File: src/rtl/arb_pkg.sv
// Shared constants and FSM encoding for the four-channel round-robin drain stage.
package arb_pkg;

    localparam int N_CH = 4;
    localparam int CH_W = 2;

    // Grant pointer value after reset: the search starts at last+1, so channel 0 goes first.
    localparam logic [CH_W-1:0] LAST_RST = 2'd3;

    typedef enum logic [1:0] {
        ST_RESET = 2'd0,
        ST_RUN   = 2'd1,
        ST_ERROR = 2'd2
    } state_t;

endpackage

File: src/rtl/rr_pick.sv
// Combinational rotating-priority picker: grants the first requester after 'last'.
module rr_pick
    import arb_pkg::*;
(
    input  logic [N_CH-1:0] request,
    input  logic [CH_W-1:0] last,
    output logic [N_CH-1:0] grant,
    output logic [CH_W-1:0] grant_idx
);

    logic [CH_W-1:0] idx;
    logic            found;

    // Walk last+1, last+2, ... last+4 (wrapping) and take the first requester.
    always_comb begin
        // NOTE: every output gets a default before the search so no path leaves a latch.
        grant     = '0;
        grant_idx = '0;
        found     = 1'b0;
        idx       = '0;
        for (int k = 1; k <= N_CH; k++) begin
            idx = last + CH_W'(k);
            if (!found && request[idx]) begin
                found      = 1'b1;
                grant[idx] = 1'b1;
                grant_idx  = idx;
            end
        end
    end

endmodule

File: src/rtl/fifo_rr_arbiter.sv
// Round-robin drain of four upstream FIFOs into one downstream FIFO, with
// single-word-in-flight back-pressure and a sticky upstream-error state.
module fifo_rr_arbiter
    import arb_pkg::*;
#(
    parameter int DATA_W = 10
) (
    input  logic              clk,
    input  logic              reset,
    input  logic [N_CH-1:0]   fifo_empty,
    input  logic [N_CH-1:0]   fifo_error,
    input  logic [DATA_W-1:0] fifo_data0,
    input  logic [DATA_W-1:0] fifo_data1,
    input  logic [DATA_W-1:0] fifo_data2,
    input  logic [DATA_W-1:0] fifo_data3,
    input  logic              out_full,
    input  logic              out_almost_full,
    output logic [N_CH-1:0]   pop,
    output logic              push,
    output logic [DATA_W-1:0] data_out,
    output logic [CH_W-1:0]   active_ch,
    output logic              idle,
    output logic              error
);

    state_t          state;
    state_t          state_next;
    logic [CH_W-1:0] last;
    logic [N_CH-1:0] grant;
    logic [CH_W-1:0] grant_idx;
    logic            stall;

    rr_pick u_pick (
        .request   (~fifo_empty),
        .last      (last),
        .grant     (grant),
        .grant_idx (grant_idx)
    );

    // Either downstream flag stops new pops; one word in flight always fits.
    assign stall = out_full | out_almost_full;

    // FSM state register, synchronous active-low reset.
    always_ff @(posedge clk) begin
        // NOTE: sequential state uses non-blocking assignments so all registers update together.
        if (!reset) begin
            state <= ST_RESET;
        end else begin
            state <= state_next;
        end
    end

    // Next-state logic: RESET -> RUN on release, RUN -> ERROR on any upstream error.
    always_comb begin
        state_next = state;
        unique case (state)
            ST_RESET: state_next = ST_RUN;
            ST_RUN:   if (|fifo_error) state_next = ST_ERROR;
            ST_ERROR: state_next = ST_ERROR;
            default:  state_next = ST_RESET;
        endcase
    end

    // Pop decision: only in RUN, not stalled, and cut off in the cycle an error shows up.
    always_comb begin
        pop = '0;
        if (state == ST_RUN && !stall && !(|fifo_error)) begin
            pop = grant;
        end
    end

    // Forwarding registers: push follows pop by one cycle; pointer and channel track the grant.
    always_ff @(posedge clk) begin
        if (!reset) begin
            last      <= LAST_RST;
            push      <= 1'b0;
            active_ch <= '0;
        end else begin
            push <= |pop;
            if (|pop) begin
                last      <= grant_idx;
                active_ch <= grant_idx;
            end
        end
    end

    // Output data mux; held at zero whenever no word is being written downstream.
    always_comb begin
        data_out = '0;
        if (push) begin
            unique case (active_ch)
                2'd0: data_out = fifo_data0;
                2'd1: data_out = fifo_data1;
                2'd2: data_out = fifo_data2;
                2'd3: data_out = fifo_data3;
                default: data_out = '0;
            endcase
        end
    end

    assign idle  = (state == ST_RUN) && (&fifo_empty) && !push;
    assign error = (state == ST_ERROR);

endmodule

File: config.mk
export PLATFORM = sky130hd
export DESIGN_NAME = fifo_rr_arbiter
export DESIGN_NICKNAME = d
export VERILOG_FILES = /design/src/rtl/arb_pkg.sv /design/src/rtl/rr_pick.sv /design/src/rtl/fifo_rr_arbiter.sv
export SDC_FILE = /design/constraint.sdc
export NUM_CORES = 1
export LEC_CHECK = 0
export CAP_MARGIN = 15
export CORE_ASPECT_RATIO = 1.75
export CORE_MARGIN = 1
export CORE_UTILIZATION = 40
export CTS_CLUSTER_SIZE = 10
export DETAILED_ROUTE_END_ITERATION = 10
export PLACE_DENSITY = 0.86
export SKIP_CTS_REPAIR_TIMING = 1
export SLEW_MARGIN = 20
export SYNTH_ARGS = -nofsm -noshare
export SYNTH_HDL_FRONTEND = slang
export SYNTH_SLANG_ARGS = --single-unit
File: constraint.sdc
create_clock -name clk -period 5.95 [get_ports clk]
set_clock_uncertainty 0.15 [all_clocks]
set_input_delay 0.8925 -clock clk [delete_from_list [all_inputs] [get_ports clk]]
set_output_delay 0.8925 -clock clk [all_outputs]
set_load 0.02 [all_outputs]
==> results.ini, run 1 <==
[layout]
nFillCells = 276
fin_area_sq_um = 2010
multi_input_area_sq_um = 1040
nets = 270
area_growth_pct = 57.5
antenna_cells = 0
instances_no_fill = 250
drive_above_1_share_pct = 15.4
regArea_sq_um = 140
final_util_pct = 67.2

[timing]
finalSetupViolCount = 0
worst_pin_slew_ns = 0.812
setup_ws_ns = 1.33
fin_crit_ns = 4.62
slew_headroom_pct = 45.8
max_freq_mhz = 216
fin_crit_sh_pct = 77.7
hold_ws_ns = 0.383
final_hold_viol_count = 0
rsz0062_at_grt = false
setup-tns-final_ns = 0
drv_slew = 0

[grt]
grt_pass1_vias = 1408
grt_remaining_overflow = 0
grt.total_usage_pct = 24.2
grt_max_degree = 23
grt_pass1_wl_mm = 6.34
antenna_found_initial = 0

[placement]
post-place-ws_ns = 1.55
place.gp.congestion = 0.909
post_dp_cell_area_sq_um = 1970
io_buffers = 70
dp_hpwl_mm = 3.32
dp.cells = 246

[floorplanning]
start_util_pct = 42.7
die_y_um = 76.8
die_area_sq_um = 3430
die_w_um = 44.7
fp.coreArea_sq_um = 2990
ios = 71
rows = 26

[detailed_routing]
ant_nets = 0
drc = 0
dr.first_iter.drc_count = 48
drtPass1Iterations = 4
vias = 1431
wl_mm = 4.02
wl_per_cell_um = 16.1
via_per_inst = 5.72

[synthesis]
synth_cells = 146
ys_types = 45
yosysTopAreaCell = mux4_2
synth.top_cell.area_share_pct = 22.9
synth_area_leaders = mux4_2 23%, dfxtp_1 11%, ha_1 8.8%
syn-num-nets = 207
ys_seq_area_share_pct = 11.0
ys.warnings.count = 0
netlist_area_sq_um = 1280
synth.ff_latch_count = 7
syn_area_per_cell_sq_um = 8.75

[clock_tree]
numClockSinks = 7
cts_tree = done
clockBufferDepth = 2
clk-insertion-delay-late_ns = 0.23
cts-root-buf = clkbuf_8
htree_levels = 1
numCtsBuffers = 3
clk_pin_slew_ns = 0.04

[worst_setup_path]
cp.required_ns = 4.91
worst-setup-path-type = flop to primary output
cp_max_fo = 22
cp-start-kind = flop
crit_arrival_ns = 3.58
crit_path_end_kind = primary output

[status]
status = complete, no violations

[power_and_ir_drop]
power_mw = 0.208
p_leak_nw = 0.727
ir_drop_uv = 86.0
power_density_nw_per_um2 = 103

[job]
maxCapViolCount = 0

[worst_hold_path]
min_path_type = flop to flop

-- cells in the mapped netlist, drive strengths merged --
cell type,count
mux4,13
nand2,13
nor2,13
a21oi,10
and2,10
ha,9
inv,9
buf,8
dfxtp,7
mux2,5
o21ai,5
clkbuf,4
o22ai,4
nand3,3
a21o,2
a221oi,2
a22oi,2
nand2b,2
nand3b,2
o31ai,2
o32ai,2
or3b,2
a211oi,1
a21boi,1
a32oi,1
and2b,1
and3b,1
nand4b,1
nor3,1
nor3b,1
nor4,1
o2111a,1
o2111ai,1
o221a,1
o2bb2ai,1
o311ai,1
or2,1
or3,1
or4,1
-- path summary, 6_finish.rpt --
path | slack, ns | start | cells after the start | end
worst max-delay path | 1.33 | last[0] | 9 | pop[3]
worst min-delay path | 0.38 | state[0] | 2 | state[0]
worst max register to register | 2.55 | last[0] | 8 | last[0]
worst min register to register | 0.38 | state[0] | 2 | state[0]
-- area by class of cell --
type	instances	area share [%]
multi-input combinational	118	51.7
sequential	7	6.97
tap	42	2.61
timing repair buffer	70	34.8
clock buffer	4	2.24
inverter	9	1.68
-- routing by layer --
metal	part of all wire (%)	GRT usage (%)
met2	57	48.5
met3	9.2	4.24
met5	0	0
met4	1.3	8.18
met1	33	22.2
-- cell families after synthesis --
group,synth area share [%]
compound gates,22.9
fa+ha+maj,8.82
buf+inv,7.64
flops,11.0
mux,27.3
simple gates,22.3
-- layout by cell type (no fill, tap or decap), drive strengths merged, types with 2 or more instances in the layout --
cell type and count:
a21oi 10, nand3 3, o22ai 4, dfxtp 7, clkbuf 4, and2 10, o21ai 5, a22oi 2
nand2 13, mux4 13, nand2b 2, inv 9, clkdlybuf4s50 70, a21o 2, o31ai 2, or3b 2
nand3b 2, a221oi 2, nor2 13, o32ai 2, ha 9, mux2 5
-- worst max-delay path, cell delays in order (launching register included) --
cell,delay [ns]
dfxtp_1,0.84
inv_1,0.21
ha_1,0.48
mux4_2,0.66
o21ai_0,0.20
a221oi_4,0.09
nor2_1,0.12
a21oi_1,0.05
nor2_1,0.08
clkdlybuf4s50_1,0.61
-- registers in the layout, indices dropped and copies added (netlist names) --
signal,count
state,2
active_ch,2
last,2
push,1
-- report_power, final --
group	total, mW	internal (mW)	switching (mW)
sequential	0.0533	0.0503	0.00293
clock	0.0683	0.0465	0.0218
combinational	0.0865	0.0529	0.0335
Note: power is estimated with default switching activity, not from simulation.
==> inputs of run 2 (changes only) <==
--- a/config.mk
+++ b/config.mk
@@ -8,10 +8,10 @@
 export CAP_MARGIN = 15
 export CORE_ASPECT_RATIO = 1.75
 export CORE_MARGIN = 1
-export CORE_UTILIZATION = 40
+export CORE_UTILIZATION = 35
 export CTS_CLUSTER_SIZE = 10
 export DETAILED_ROUTE_END_ITERATION = 10
-export PLACE_DENSITY = 0.86
+export PLACE_DENSITY = 0.8
 export SKIP_CTS_REPAIR_TIMING = 1
 export SLEW_MARGIN = 20
 export SYNTH_ARGS = -nofsm -noshare
==> constraint.sdc (replaced) <==
create_clock -name clk -period 3.8 [get_ports clk]
set_clock_uncertainty 0.15 [all_clocks]
set_input_delay 0.57 -clock clk [delete_from_list [all_inputs] [get_ports clk]]
set_output_delay 0.57 -clock clk [all_outputs]
set_load 0.02 [all_outputs]
==> run 2 against run 1 <==
  * Count of clock-buffer cells in the layout did not move
  * Routed wire length decreased by 2.1%
  * Sequential cell count is the same
  * Via count down 0.56%
  * Clock power rose by 55%
  * Critical path type is now input pin to primary output
  * First-iteration DRC count shrank 54%
  * Global-route usage down 4.5 points
  * Non-clock buffer count rose by 2
  * Hold slack worse by 0.042 ns
==> results.ini, run 2 (synthesis results as in run 1) <==
[floorplanning]
start_util_pct = 37.2  ; -5.5 points
die_area_sq_um = 3910  ; +14%
die_w_um = 47.7  ; +6.6%
rows = 28  ; +7.7%
die_y_um = 81.9  ; +6.7%
fp.coreArea_sq_um = 3430  ; +15%
ios = 71  ; unchanged

[worst_setup_path]
worstReg2RegEnd = last[0]
crit_path_end_kind = primary output
r2r_cells = 8  ; unchanged
crit_chain = clkdlybuf4s50_1 > or3b_2 > a21oi_1 > or2_2 > nand2_1 > a21oi_1 > clkdlybuf4s50_1
cp-start-kind = input pin
cpLargestDelayFamily = buffers and inverters
cp_max_fo = 10  ; -55%
worst-setup-path-type = input pin to primary output
crit_slowest_cell = clkdlybuf4s50_1
crit_arrival_ns = 2.96  ; -0.62 ns
slowest_delay_ns = 0.63  ; -0.21 ns
cp.required_ns = 3.08  ; -1.83 ns
crit_path_start = fifo_empty[3]
reg2reg_from = last[1]
timing.reg2reg.setup_slack_ns = 1.11  ; -1.44 ns
cp.buffers_inverters = 2  ; unchanged

[clock_tree]
htree_levels = 1  ; unchanged
numClockSinks = 7  ; unchanged
clk_pin_slew_ns = 0.04  ; about the same
cts-root-buf = clkbuf_8
clk-insertion-delay-late_ns = 0.23  ; about the same
numCtsBuffers = 3  ; unchanged
cts_tree = done
clockBufferDepth = 2  ; unchanged

[grt]
grt_pass1_vias = 1310  ; -7.0%
grt_pass1_wl_mm = 5.54  ; -13%
grt_remaining_overflow = 0  ; unchanged
antenna_found_initial = 0  ; unchanged
grt_max_degree = 22  ; -4.3%
grt.total_usage_pct = 19.8  ; -4.5 points

[detailed_routing]
wl_per_cell_um = 15.4  ; -4.1%
via_per_inst = 5.58  ; -2.5%
drtPass1Iterations = 4  ; unchanged
ant_nets = 0  ; unchanged
dr.first_iter.drc_count = 22  ; -54%
wl_mm = 3.94  ; -2.1%
drc = 0  ; unchanged
vias = 1423  ; -0.56%

[layout]
drive_above_1_share_pct = 17.6  ; +2.2 points
reg_top3 = active_ch: 2 flops, last: 2 flops, state: 2 flops
final_util_pct = 59.6  ; -7.6 points
antenna_cells = 0  ; unchanged
layout_commonest_cell = clkdlybuf4s50_1
area_growth_pct = 60.2
instances_no_fill = 255  ; +2.0%
nFillCells = 331  ; +20%
multi_input_area_sq_um = 1050  ; +1.3%
regArea_sq_um = 140  ; unchanged
nets = 272  ; +0.74%
most-common-layout-cells = 69 x clkdlybuf4s50_1, 13 x mux4_2, 13 x nand2_1, 13 x nor2_1, 10 x and2_1

[timing]
fin_crit_ns = 3.68
fin_crit_sh_pct = 96.9
hold_ws_ns = 0.340  ; -0.0424 ns
final_hold_viol_count = 0  ; unchanged
setup-tns-final_ns = 0  ; unchanged
finalSetupViolCount = 0  ; unchanged
slew_headroom_pct = 54.5  ; +8.7 points
drv_slew = 0  ; unchanged
rsz0062_at_grt = false
worst_pin_slew_ns = 0.682  ; -0.130 ns
setup_ws_ns = 0.117  ; -1.21 ns
max_freq_mhz = 272

[placement]
post-place-ws_ns = 0.0708  ; -1.48 ns
io_buffers = 70  ; unchanged
place.gp.congestion = 0.846  ; -6.8%
dp.cells = 251  ; +2.0%
dp_hpwl_mm = 3.26  ; -1.7%

[worst_hold_path]
hold_start = state[0]
min_path_type = flop to flop
min_to = state[0]
hold_path_depth = 2  ; unchanged

[power_and_ir_drop]
ir_drop_uv = 86.0  ; about the same
power_density_nw_per_um2 = 157  ; +52%
p_leak_nw = 0.746  ; +2.6%

[job]
maxCapViolCount = 0  ; unchanged

[status]
status = complete, no violations

==> run 2: cell types whose count changed in the layout (fill, tap and decap cells not counted) <==
cell / previous run / this run
dlymetal6s2s_1: 0 / 1
a221oi_2: 0 / 1
buf_4: 0 / 2
a211oi_2: 0 / 1
a221oi_1: 1 / 0
ha_2: 0 / 1
a211oi_1: 1 / 0
clkdlybuf4s50_1: 70 / 69
ha_1: 9 / 8
==> run 2: area by class of cell <==
type	instances	share of cell area (%)
sequential	7	6.85
tap	45	2.75
clock buffer	4	2.20
multi-input combinational	118	51.5
timing repair buffer	72	35.1
inverter	9	1.65
==> run 2: worst max path at each step <==
stage	cells past startpoint	slack [ns]	endpoint
6_report	7	0.12	pop[1]
5_1_grt	7	0.009	pop[1]
4_1_cts	7	0.06	pop[1]
3_5_place_dp	7	0.07	pop[1]
3_3_place_gp	7	0.13	pop[1]
2_1_floorplan	12	0.58	pop[0]
==> run 2: metal layers <==
metal	vias up	track usage, %	share of wire (%)
met5	-	0	0
met4	0	7.50	1.1
met3	4	4.84	13
met2	73	40.5	55
met1	666	16.1	31
li1	680	-	-
==> run 2: per-stage QoR <==
stage	area [sq um]	total power [mW]
3_5_place_dp	1990	0.216
3_3_place_gp	1990	0.213
2_1_floorplan	1280	0.149
5_1_grt	2050	0.342
6_report	2050	0.322
4_1_cts	2030	0.323
==> run 2: power by group <==
part	internal, mW	total [mW]	switching [mW]
Sequential	0.0788	0.0827	0.00388
Combinational	0.0826	0.133	0.0505
Clock	0.0727	0.106	0.0335
==> run 2: worst min-delay path: stages (launching register included) <==
cell,delay [ns]
dfxtp_1,0.32
nand3_1,0.07
a21oi_1,0.05
